[src/rtl/alu_issue_pkg.sv]
// Shared definitions for the ALU issue block: datapath sizes, opcode map and FSM encoding.
package alu_issue_pkg;

  localparam int DATA_W = 8;
  localparam int REG_N  = 8;
  localparam int REG_W  = $clog2(REG_N);

  typedef enum logic [3:0] {
    OP_ADD  = 4'b0000,
    OP_SUB  = 4'b0001,
    OP_AND  = 4'b0010,
    OP_OR   = 4'b0011,
    OP_XOR  = 4'b0100,
    OP_NOT  = 4'b0101,
    OP_SHL  = 4'b0110,
    OP_SHR  = 4'b0111,
    OP_NAND = 4'b1000,
    OP_NOR  = 4'b1001,
    OP_INC  = 4'b1010,
    OP_DEC  = 4'b1011,
    OP_EQ   = 4'b1100,
    OP_LDI  = 4'b1101,
    OP_NOP1 = 4'b1110,
    OP_NOP2 = 4'b1111
  } op_e;

  typedef enum logic [1:0] {
    ST_IDLE = 2'd0,
    ST_EXEC = 2'd1,
    ST_WB   = 2'd2
  } state_e;

  // Everything except the two no-ops retires into the register file.
  function automatic logic op_writes(input logic [3:0] op);
    return (op <= OP_EQ) || (op == OP_LDI);
  endfunction

  function automatic logic op_has_carry(input logic [3:0] op);
    return (op == OP_ADD) || (op == OP_SUB);
  endfunction

endpackage

[src/rtl/alu_issue_if.sv]
// Instruction, external-ALU and retirement signals of the issue block.
interface alu_issue_if import alu_issue_pkg::*; ();

  logic              in_valid;
  logic              in_ready;
  logic [3:0]        in_op;
  logic [REG_W-1:0]  in_rd;
  logic [REG_W-1:0]  in_rs;
  logic [REG_W-1:0]  in_rt;
  logic [DATA_W-1:0] in_imm;
  logic [3:0]        alu_ctrl;
  logic [DATA_W-1:0] alu_x;
  logic [DATA_W-1:0] alu_y;
  logic [DATA_W-1:0] alu_out;
  logic              alu_carry;
  logic              out_valid;
  logic [DATA_W-1:0] out_data;
  logic              out_carry;

  modport slave (
    input  in_valid, in_op, in_rd, in_rs, in_rt, in_imm, alu_out, alu_carry,
    output in_ready, alu_ctrl, alu_x, alu_y, out_valid, out_data, out_carry
  );

  modport master (
    output in_valid, in_op, in_rd, in_rs, in_rt, in_imm, alu_out, alu_carry,
    input  in_ready, alu_ctrl, alu_x, alu_y, out_valid, out_data, out_carry
  );

endinterface

[src/rtl/alu_regfile.sv]
// General register file: two asynchronous read ports, one synchronous write port.
module alu_regfile import alu_issue_pkg::*; #(
  parameter int DATA_W = 8,
  parameter int REG_N  = 8,
  localparam int AW    = $clog2(REG_N)
) (
  input  logic              clk,
  input  logic              rst_n,
  input  logic              we,
  input  logic [AW-1:0]     waddr,
  input  logic [DATA_W-1:0] wdata,
  input  logic [AW-1:0]     raddr_a,
  input  logic [AW-1:0]     raddr_b,
  output logic [DATA_W-1:0] rdata_a,
  output logic [DATA_W-1:0] rdata_b
);

  logic [DATA_W-1:0] mem [REG_N];

  always_ff @(posedge clk or negedge rst_n) begin
    if (!rst_n) begin
      for (int i = 0; i < REG_N; i++) mem[i] <= '0;
    end else if (we) begin
      mem[waddr] <= wdata;
    end
  end

  assign rdata_a = mem[raddr_a];
  assign rdata_b = mem[raddr_b];

endmodule

[src/rtl/alu_issue.sv]
// Single-issue sequencer in front of an external combinational ALU.
// state | meaning
// IDLE  | ready for an instruction; operands latched on accept
// EXEC  | ALU settles on held operands; result captured at closing edge
// WB    | result presented for one cycle; register write at exit edge
module alu_issue #(
  parameter int DATA_W = 8,
  parameter int REG_N  = 8
) (
  input  logic        clk,
  input  logic        rst_n,
  alu_issue_if.slave  bus
);

  import alu_issue_pkg::*;

  localparam int RW = $clog2(REG_N);

  state_e            state, state_nx;
  logic              accept;
  logic              we;
  logic [3:0]        op_q;
  logic [RW-1:0]     rd_q;
  logic [DATA_W-1:0] imm_q, x_q, y_q, data_q;
  logic              carry_q;
  logic [DATA_W-1:0] rdata_a, rdata_b, res_d;
  logic              carry_d;

  always_ff @(posedge clk or negedge rst_n) begin
    if (!rst_n) state <= ST_IDLE;
    else        state <= state_nx;
  end

  always_comb begin
    state_nx     = state;
    bus.in_ready = 1'b0;
    bus.out_valid = 1'b0;
    accept       = 1'b0;
    case (state)
      ST_IDLE: begin
        bus.in_ready = 1'b1;
        accept       = bus.in_valid;
        if (bus.in_valid) state_nx = ST_EXEC;
      end
      ST_EXEC: state_nx = ST_WB;
      ST_WB: begin
        bus.out_valid = 1'b1;
        state_nx      = ST_IDLE;
      end
      default: state_nx = ST_IDLE;
    endcase
  end

  // Result selection: immediate for LDI, zero for the no-ops, ALU otherwise.
  always_comb begin
    res_d   = bus.alu_out;
    carry_d = 1'b0;
    if (op_q == OP_LDI)       res_d = imm_q;
    else if (op_q >= OP_NOP1) res_d = '0;
    if (op_has_carry(op_q))   carry_d = bus.alu_carry;
  end

  always_ff @(posedge clk or negedge rst_n) begin
    if (!rst_n) begin
      op_q    <= OP_LDI;
      rd_q    <= '0;
      imm_q   <= '0;
      x_q     <= '0;
      y_q     <= '0;
      data_q  <= '0;
      carry_q <= 1'b0;
    end else begin
      if (accept) begin
        op_q  <= bus.in_op;
        rd_q  <= bus.in_rd;
        imm_q <= bus.in_imm;
        x_q   <= rdata_a;
        y_q   <= rdata_b;
      end
      if (state == ST_EXEC) begin
        data_q  <= res_d;
        carry_q <= carry_d;
      end
    end
  end

  assign we            = (state == ST_WB) && op_writes(op_q);
  assign bus.alu_ctrl  = op_q;
  assign bus.alu_x     = x_q;
  assign bus.alu_y     = y_q;
  assign bus.out_data  = data_q;
  assign bus.out_carry = carry_q;

  alu_regfile #(.DATA_W(DATA_W), .REG_N(REG_N)) u_regfile (
    .clk     (clk),
    .rst_n   (rst_n),
    .we      (we),
    .waddr   (rd_q),
    .wdata   (data_q),
    .raddr_a (bus.in_rs),
    .raddr_b (bus.in_rt),
    .rdata_a (rdata_a),
    .rdata_b (rdata_b)
  );

endmodule

[src/flat_wrapper.sv]
// flat-port wrapper written by rule: the top's interface ports become plain ports
module alu_issue_flat import alu_issue_pkg::*;
#(
  parameter int DATA_W = 8,
  parameter int REG_N  = 8
)
  (clk, rst_n, bus_in_valid, bus_in_op, bus_in_rd, bus_in_rs, bus_in_rt, bus_in_imm, bus_alu_out, bus_alu_carry, bus_in_ready, bus_alu_ctrl, bus_alu_x, bus_alu_y, bus_out_valid, bus_out_data, bus_out_carry);
  alu_issue_if bus_i ();
  input  logic clk;
  input  logic rst_n;
  input wire logic [$bits(bus_i.in_valid)-1:0] bus_in_valid;
  input wire logic [$bits(bus_i.in_op)-1:0] bus_in_op;
  input wire logic [$bits(bus_i.in_rd)-1:0] bus_in_rd;
  input wire logic [$bits(bus_i.in_rs)-1:0] bus_in_rs;
  input wire logic [$bits(bus_i.in_rt)-1:0] bus_in_rt;
  input wire logic [$bits(bus_i.in_imm)-1:0] bus_in_imm;
  input wire logic [$bits(bus_i.alu_out)-1:0] bus_alu_out;
  input wire logic [$bits(bus_i.alu_carry)-1:0] bus_alu_carry;
  output wire logic [$bits(bus_i.in_ready)-1:0] bus_in_ready;
  output wire logic [$bits(bus_i.alu_ctrl)-1:0] bus_alu_ctrl;
  output wire logic [$bits(bus_i.alu_x)-1:0] bus_alu_x;
  output wire logic [$bits(bus_i.alu_y)-1:0] bus_alu_y;
  output wire logic [$bits(bus_i.out_valid)-1:0] bus_out_valid;
  output wire logic [$bits(bus_i.out_data)-1:0] bus_out_data;
  output wire logic [$bits(bus_i.out_carry)-1:0] bus_out_carry;
  assign bus_i.in_valid = bus_in_valid;
  assign bus_i.in_op = bus_in_op;
  assign bus_i.in_rd = bus_in_rd;
  assign bus_i.in_rs = bus_in_rs;
  assign bus_i.in_rt = bus_in_rt;
  assign bus_i.in_imm = bus_in_imm;
  assign bus_i.alu_out = bus_alu_out;
  assign bus_i.alu_carry = bus_alu_carry;
  assign bus_in_ready = bus_i.in_ready;
  assign bus_alu_ctrl = bus_i.alu_ctrl;
  assign bus_alu_x = bus_i.alu_x;
  assign bus_alu_y = bus_i.alu_y;
  assign bus_out_valid = bus_i.out_valid;
  assign bus_out_data = bus_i.out_data;
  assign bus_out_carry = bus_i.out_carry;
  alu_issue #(.DATA_W(DATA_W), .REG_N(REG_N)) u_core (.clk(clk), .rst_n(rst_n), .bus(bus_i));
endmodule
[config.mk]
export PLATFORM = sky130hd
export DESIGN_NAME = alu_issue_flat
export DESIGN_NICKNAME = d
export VERILOG_FILES = /design/src/rtl/alu_issue_pkg.sv /design/src/rtl/alu_issue_if.sv /design/src/rtl/alu_regfile.sv /design/src/rtl/alu_issue.sv /design/src/flat_wrapper.sv
export SDC_FILE = /design/constraint.sdc
export NUM_CORES = 1
export LEC_CHECK = 0
export CAP_MARGIN = 15
export CORE_UTILIZATION = 55
export DETAILED_ROUTE_END_ITERATION = 7
export HOLD_SLACK_MARGIN = 0.12
export PLACE_DENSITY = 0.88
export SLEW_MARGIN = 10
export SYNTH_ARGS = -nofsm -noshare
export SYNTH_HDL_FRONTEND = slang
export SYNTH_SLANG_ARGS = --single-unit
[constraint.sdc]
create_clock -name clk -period 2.05 [get_ports clk]
set_input_delay 0.41 -clock clk [delete_from_list [all_inputs] [get_ports clk]]
set_output_delay 0.41 -clock clk [all_outputs]
set_load 0.01 [all_outputs]
=== Word-level counts from Yosys, hierarchy flattened ===
Index checks and enable logic that the tools add are counted.
W data, S select, Z words.

* $lt $le $gt $ge: 6
* Equal/unequal tests: 5
* Multiplexer cells: 17
* Bitwise logic cells: 3
* Reductions and logical operators: 6

{| class="wikitable"
|+ Operators with widths
! operator !! number
|-
| $bwmux W64 || 1
|-
| $mux W8 || 7
|-
| $bmux W8 S3 || 2
|-
| $demux W8 S3 || 1
|-
| $ge A4 B4 Y1 const B || 4
|-
| $not A3 Y4 || 3
|-
| $eq A4 B1 Y1 const B || 1
|-
| $eq A4 B4 Y1 const B || 1
|-
| $le A4 B4 Y1 const B || 1
|-
| $logic_not A4 Y1 || 1
|-
| $lt A4 B1 Y1 const B || 1
|-
| $mux W1 || 4
|-
| $pmux W2 S2 || 1
|-
| $eq A2 B1 Y1 const B || 1
|-
| $eq A2 B2 Y1 const B || 1
|-
| $logic_and A1 B1 Y1 || 2
|-
| $logic_not A2 Y1 || 1
|-
| $logic_or A1 B1 Y1 || 2
|-
| $mux W2 || 1
|-
| $ne A2 B2 Y1 const B || 1
|}

* Bits in registers: 106
* Bits of input ports: 33
* Word-level logic and storage cells: 53

=== Depth between registers and ports, before layout ===
* Depth in word-level cells: 6
* Depth in mapped cells: 5
* Gate-level depth less buffers: 3

=== Hierarchy ===
A second synthesis with hierarchy kept.

* Cells, all modules: 325
* Area, all modules: 5367.6 um^2

{| class="wikitable"
|+ By module, submodules not included
! module !! times used !! cells each !! area an instance (um^2) !! sequential area each (um^2)
|-
| alu_regfile || 1 || 201 || 3539.6 || 1601.5
|-
| alu_issue || 1 || 124 || 1828.0 || 1054.8
|}

=== Least setup slack after synthesis ===
Ideal clock, no wire load.

* Path kind: register to register
* Start point: reg u_core.op_q[1], in the netlist u_core.bus.alu_ctrl[1]
* End point: reg u_core.u_regfile.mem[0] in the netlist's numbering
* Library setup time: 0.125 ns
* Arrival time: 1.642 ns
* Required time: 1.925 ns
* Path slack: 0.283 ns
* Stages on the path, launching flop included: 6
* Path buffers: 2
* Cell sequence: dfrtp_1 > and3_1 > buf_6 > or4_4 > buf_6 > mux2_4

* Longest elaborated chain between the ends: 3
* Elaborated cells on any way between the ends: 4
* Classes of those cells: order compare (1); eq/ne (1); reduce/logical (2)

{| class="wikitable"
|+ RTL lines
! item !! line !! RTL
|-
| from (decl) || alu_issue.sv:22 || <nowiki>logic [3:0] op_q;</nowiki>
|-
| from (signal assigned) || alu_issue.sv:74 || <nowiki>op_q <= bus.in_op;</nowiki>
|-
| $le A4 B4 Y1 / $eq A4 B4 Y1 (equally long branches) || alu_issue_pkg.sv:35 || <nowiki>return (op <= OP_EQ) || (op == OP_LDI);</nowiki>
|-
| $logic_or A1 B1 Y1 * || alu_issue_pkg.sv:35 ||
|-
| $logic_and A1 B1 Y1 * || alu_issue.sv:87 || <nowiki>assign we = (state == ST_WB) && op_writes(op_q);</nowiki>
|-
| to (signal, indexed assignment) || alu_regfile.sv:24 || <nowiki>mem[waddr] <= wdata;</nowiki>
|-
| to (decl) || alu_regfile.sv:18 || <nowiki>logic [DATA_W-1:0] mem [REG_N];</nowiki>
|}

Every way passes the cells marked *; elsewhere a longest branch is shown, timed or not.
A chain may end at the register's enable or synchronous reset.

=== Final worst setup path ===
* Start point: reg u_core.data_q[1], in the netlist u_core.bus.out_data[1]
* End point: out bus_out_data[1]

{| class="wikitable"
|+ RTL lines
! item !! line !! RTL
|-
| from (decl) || alu_issue.sv:24 || <nowiki>logic [DATA_W-1:0] imm_q, x_q, y_q, data_q;</nowiki>
|-
| from (signal assigned) || alu_issue.sv:81 || <nowiki>data_q <= res_d;</nowiki>
|-
| to (decl) || flat_wrapper.sv:24 || <nowiki>output wire logic [$bits(bus_i.out_data)-1:0] bus_out_data;</nowiki>
|}

No word-level cell between the ends.

==> metrics.yaml <==
status: "finished, final reports clean"
cp.buffers_inverters: 1
reg2reg_slack_ns: 0.15
switching_share_pct: 33.2
synth_top_area_share_pct: 48.4
ir_drop_mv: 0.620
yosysUniqueCellTypes: 29
register_area_um2: 2660
slew_headroom_pct: 55.6
fin_nets: 497
multi_input_area_um2: 2510
finClkSkew_ns: 0.00704
seq_area_frac_synth_pct: 49.8
yosys.area.top_type: "dfrtp_1"
power.total_mw: 7.61
rows: 35
hold_viol_final: 0
clockBufferDepth: 2
pwr-share-seq_pct: 47.5
hp-class: "in2async"
ctsRootBufferMaster: "clkbuf_8"
arrival_ns: 1.52
p_comb_share_pct: 34.6
yosys-top-cells-area: "dfrtp_1 48%, mux2_2 16%, mux2_4 9.0%"
first_pass_iters: 4
cts_inserted_buffers: 9
r2r-end: "u_core.u_regfile.mem[19]"
syn_nets: 432
syn_avg_cell_area_um2: 13.4
final_cell_area_um2: 6380
n_antenna_cell: 0
worst_path_dominant_cell_family: "buffers and inverters"
antenna_found_initial: 0
min_period_ns: 1.93
internal_power_mw: 5.08
netlist_instances: 399
p_leak_nw: 2.98
placed_cell_area_um2: 6150
h-tree-depth: 3
powerDensity_nw_per_um2: 1190
critPathMaxFanout: 10
setup_viol: 0
rsz0062_at_grt: "no"
die_h_um: 100
endpoint_kind: "output pin"
drt-initial-drc-count: 152
route.vias.total: 3535
maxCapViolCount: 0
slowest_delay_ns: 0.60
layout-drive-gt1-share_pct: 34.5
critPathLaunchType: "flop"
cp_cell_sequence: "clkdlybuf4s50_1"
crit_path_top_delay_cell: "clkdlybuf4s50_1"
ys.flop_type: "dfrtp_1"
dp_hpwl_mm: 8.16
grt_pass1_wl_mm: 19.5
ys_async_sr_fraction_pct: 100
wire_per_inst_um: 19.5
synth_common_cells: "103 x dfrtp_1, 78 x mux2_2, 32 x mux2_4, 32 x mux2i_1, 28 x nand2_1"
io_pins: 64
core_area_um2: 9330
detail-route-antenna-nets: 0
worstMarginPinSlew_ns: 0.664
power_frac_clock_pct: 17.9
first_global_vias: 3773
initial_core_util_pct: 57.1
portBuffers: 63
finalCritPeriodShare_pct: 94.2
r2r_cells: 3
area_growth_pct: 19.8
fillers: 649
postCtsSetupRepairBufs: 0
timing.fmax_mhz: 518
worstSkewPairLatency_ns: 0.38
netlist_area_um2: 5330
drc: 0
synth_most_common_cell: "dfrtp_1"
fin_tns_setup_ns: 0
grt_use_total_pct: 25.4
finalMaxSlewViolations: 0
die_x_um: 100
clock_sinks: 106
synth_edf_count: 0
synth_seq_cells: 106
clk_pin_slew_ns: 0.11
grt-ovfl-total: 0
crit_type: "reg2out"
viasPerCell: 5.91
die_area_um2: 10100
routed_wl_mm: 11.7
yosys_warnings: 0
cp.required_ns: 1.64
cts_tree: "built"
place_congestion: 0.812
grt_max_degree: 51
rr_startpoint: "u_core.bus.alu_ctrl[3]"
p_sw_mw: 2.53
## cells in the final DEF (no fill, tap or decap), types with 2 or more instances in the layout
| cell | instances |
|---|---|
| dfstp_2 | 3 |
| nor2b_1 | 2 |
| clkbuf_8 | 9 |
| dfrtp_1 | 100 |
| nand2_1 | 28 |
| nor4_4 | 4 |
| clkdlybuf4s50_1 | 61 |
| o31ai_1 | 16 |
| mux2i_1 | 32 |
| mux2_4 | 32 |
| a22oi_1 | 8 |
| mux2_2 | 78 |
| a22o_1 | 16 |
| buf_4 | 13 |
| inv_1 | 4 |
| or4_4 | 4 |
| clkinv_4 | 2 |
| inv_6 | 3 |
| buf_12 | 5 |
| o21ai_0 | 10 |
| nor2_1 | 3 |
| dfrtp_2 | 3 |
| nand2b_1 | 5 |
| o22ai_1 | 16 |
## how the worst max path moves through the flow
stage | startpoint | cells after the start | end | slack, ns
after floorplan | u_core.bus.alu_ctrl[1] | 5 | u_core.u_regfile.mem[0] | 0.28
after global placement | bus_in_valid | 4 | u_core.imm_q[3] | 0.09
after detailed placement | bus_in_rs[0] | 5 | u_core.bus.alu_x[4] | 0.03
after CTS | u_core.bus.out_data[4] | 1 | bus_out_data[4] | 0.02
after global routing | u_core.bus.out_data[1] | 1 | bus_out_data[1] | 0.03
final | u_core.bus.out_data[1] | 1 | bus_out_data[1] | 0.12
## power groups by stage
stage / Sequential, mW / Combinational (mW) / Clock, mW
floorplan: 3.50 / 1.63 / 0
global placement: 3.52 / 2.52 / 0
detailed placement: 3.60 / 2.63 / 0
CTS: 3.58 / 2.65 / 1.38
global route: 3.70 / 2.85 / 1.47
finish: 3.61 / 2.64 / 1.36
## registers in the layout, indices dropped and copies added, names as in the netlist
| name | cells |
|---|---|
| u_core.u_regfile.mem | 64 |
| u_core.bus.alu_x | 8 |
| u_core.bus.alu_y | 8 |
| u_core.bus.out_data | 8 |
| u_core.imm_q | 8 |
| u_core.bus.alu_ctrl | 4 |
| u_core.rd_q | 3 |
| u_core.state | 2 |
| u_core.bus.out_carry | 1 |
## per-stage QoR
stage	util, %	setup slack [ns]	hold WS (ns)	cells
after floorplan	-	0.283	0.114	399
after global placement	65.9	0.0885	0.290	581
after detailed placement	65.9	0.0324	0.287	581
after CTS	68.4	0.0174	0.416	598
after global routing	68.4	0.0288	0.424	598
final	68.4	0.118	0.422	598
## cell families (layout without fill, tap and decap cells)
kind of cell | Yosys count | count (layout) | synth area share [%]
multiplexers | 142 | 142 | 31.5
buffers and inverters | 31 | 101 | 3.24
AO/OA/AOI/OAI | 67 | 67 | 8.97
flip-flops | 106 | 106 | 49.8
AND/OR/NAND/NOR | 53 | 53 | 6.43
## routing by layer
metal | track usage, % | vias to the layer above | routed length, um
met1 | 33.3 | 1780 | 5120
met3 | 5.36 | 28 | 650
li1 | - | 1603 | -
met2 | 41.5 | 124 | 5610
met4 | 9.81 | 0 | 292
met5 | 0 | - | 0
## area by class of cell
cell class	instances	area share, %
Inverter	4	0.235
Timing Repair Buffer	81	13.0
Multi-Input combinational cell	262	39.3
Clock inverter	7	1.33
Clock buffer	9	1.94
Tap cell	129	2.53
Sequential cell	106	41.7
## what timing repair did
item	in CTS	in global routing
pin swaps	0	0
endpoints found under the hold margin	14	0
hold buffers	1	0
endpoints found under the setup margin	1	4
gates resized for setup	2	4
(Power assumes the default switching activity.)
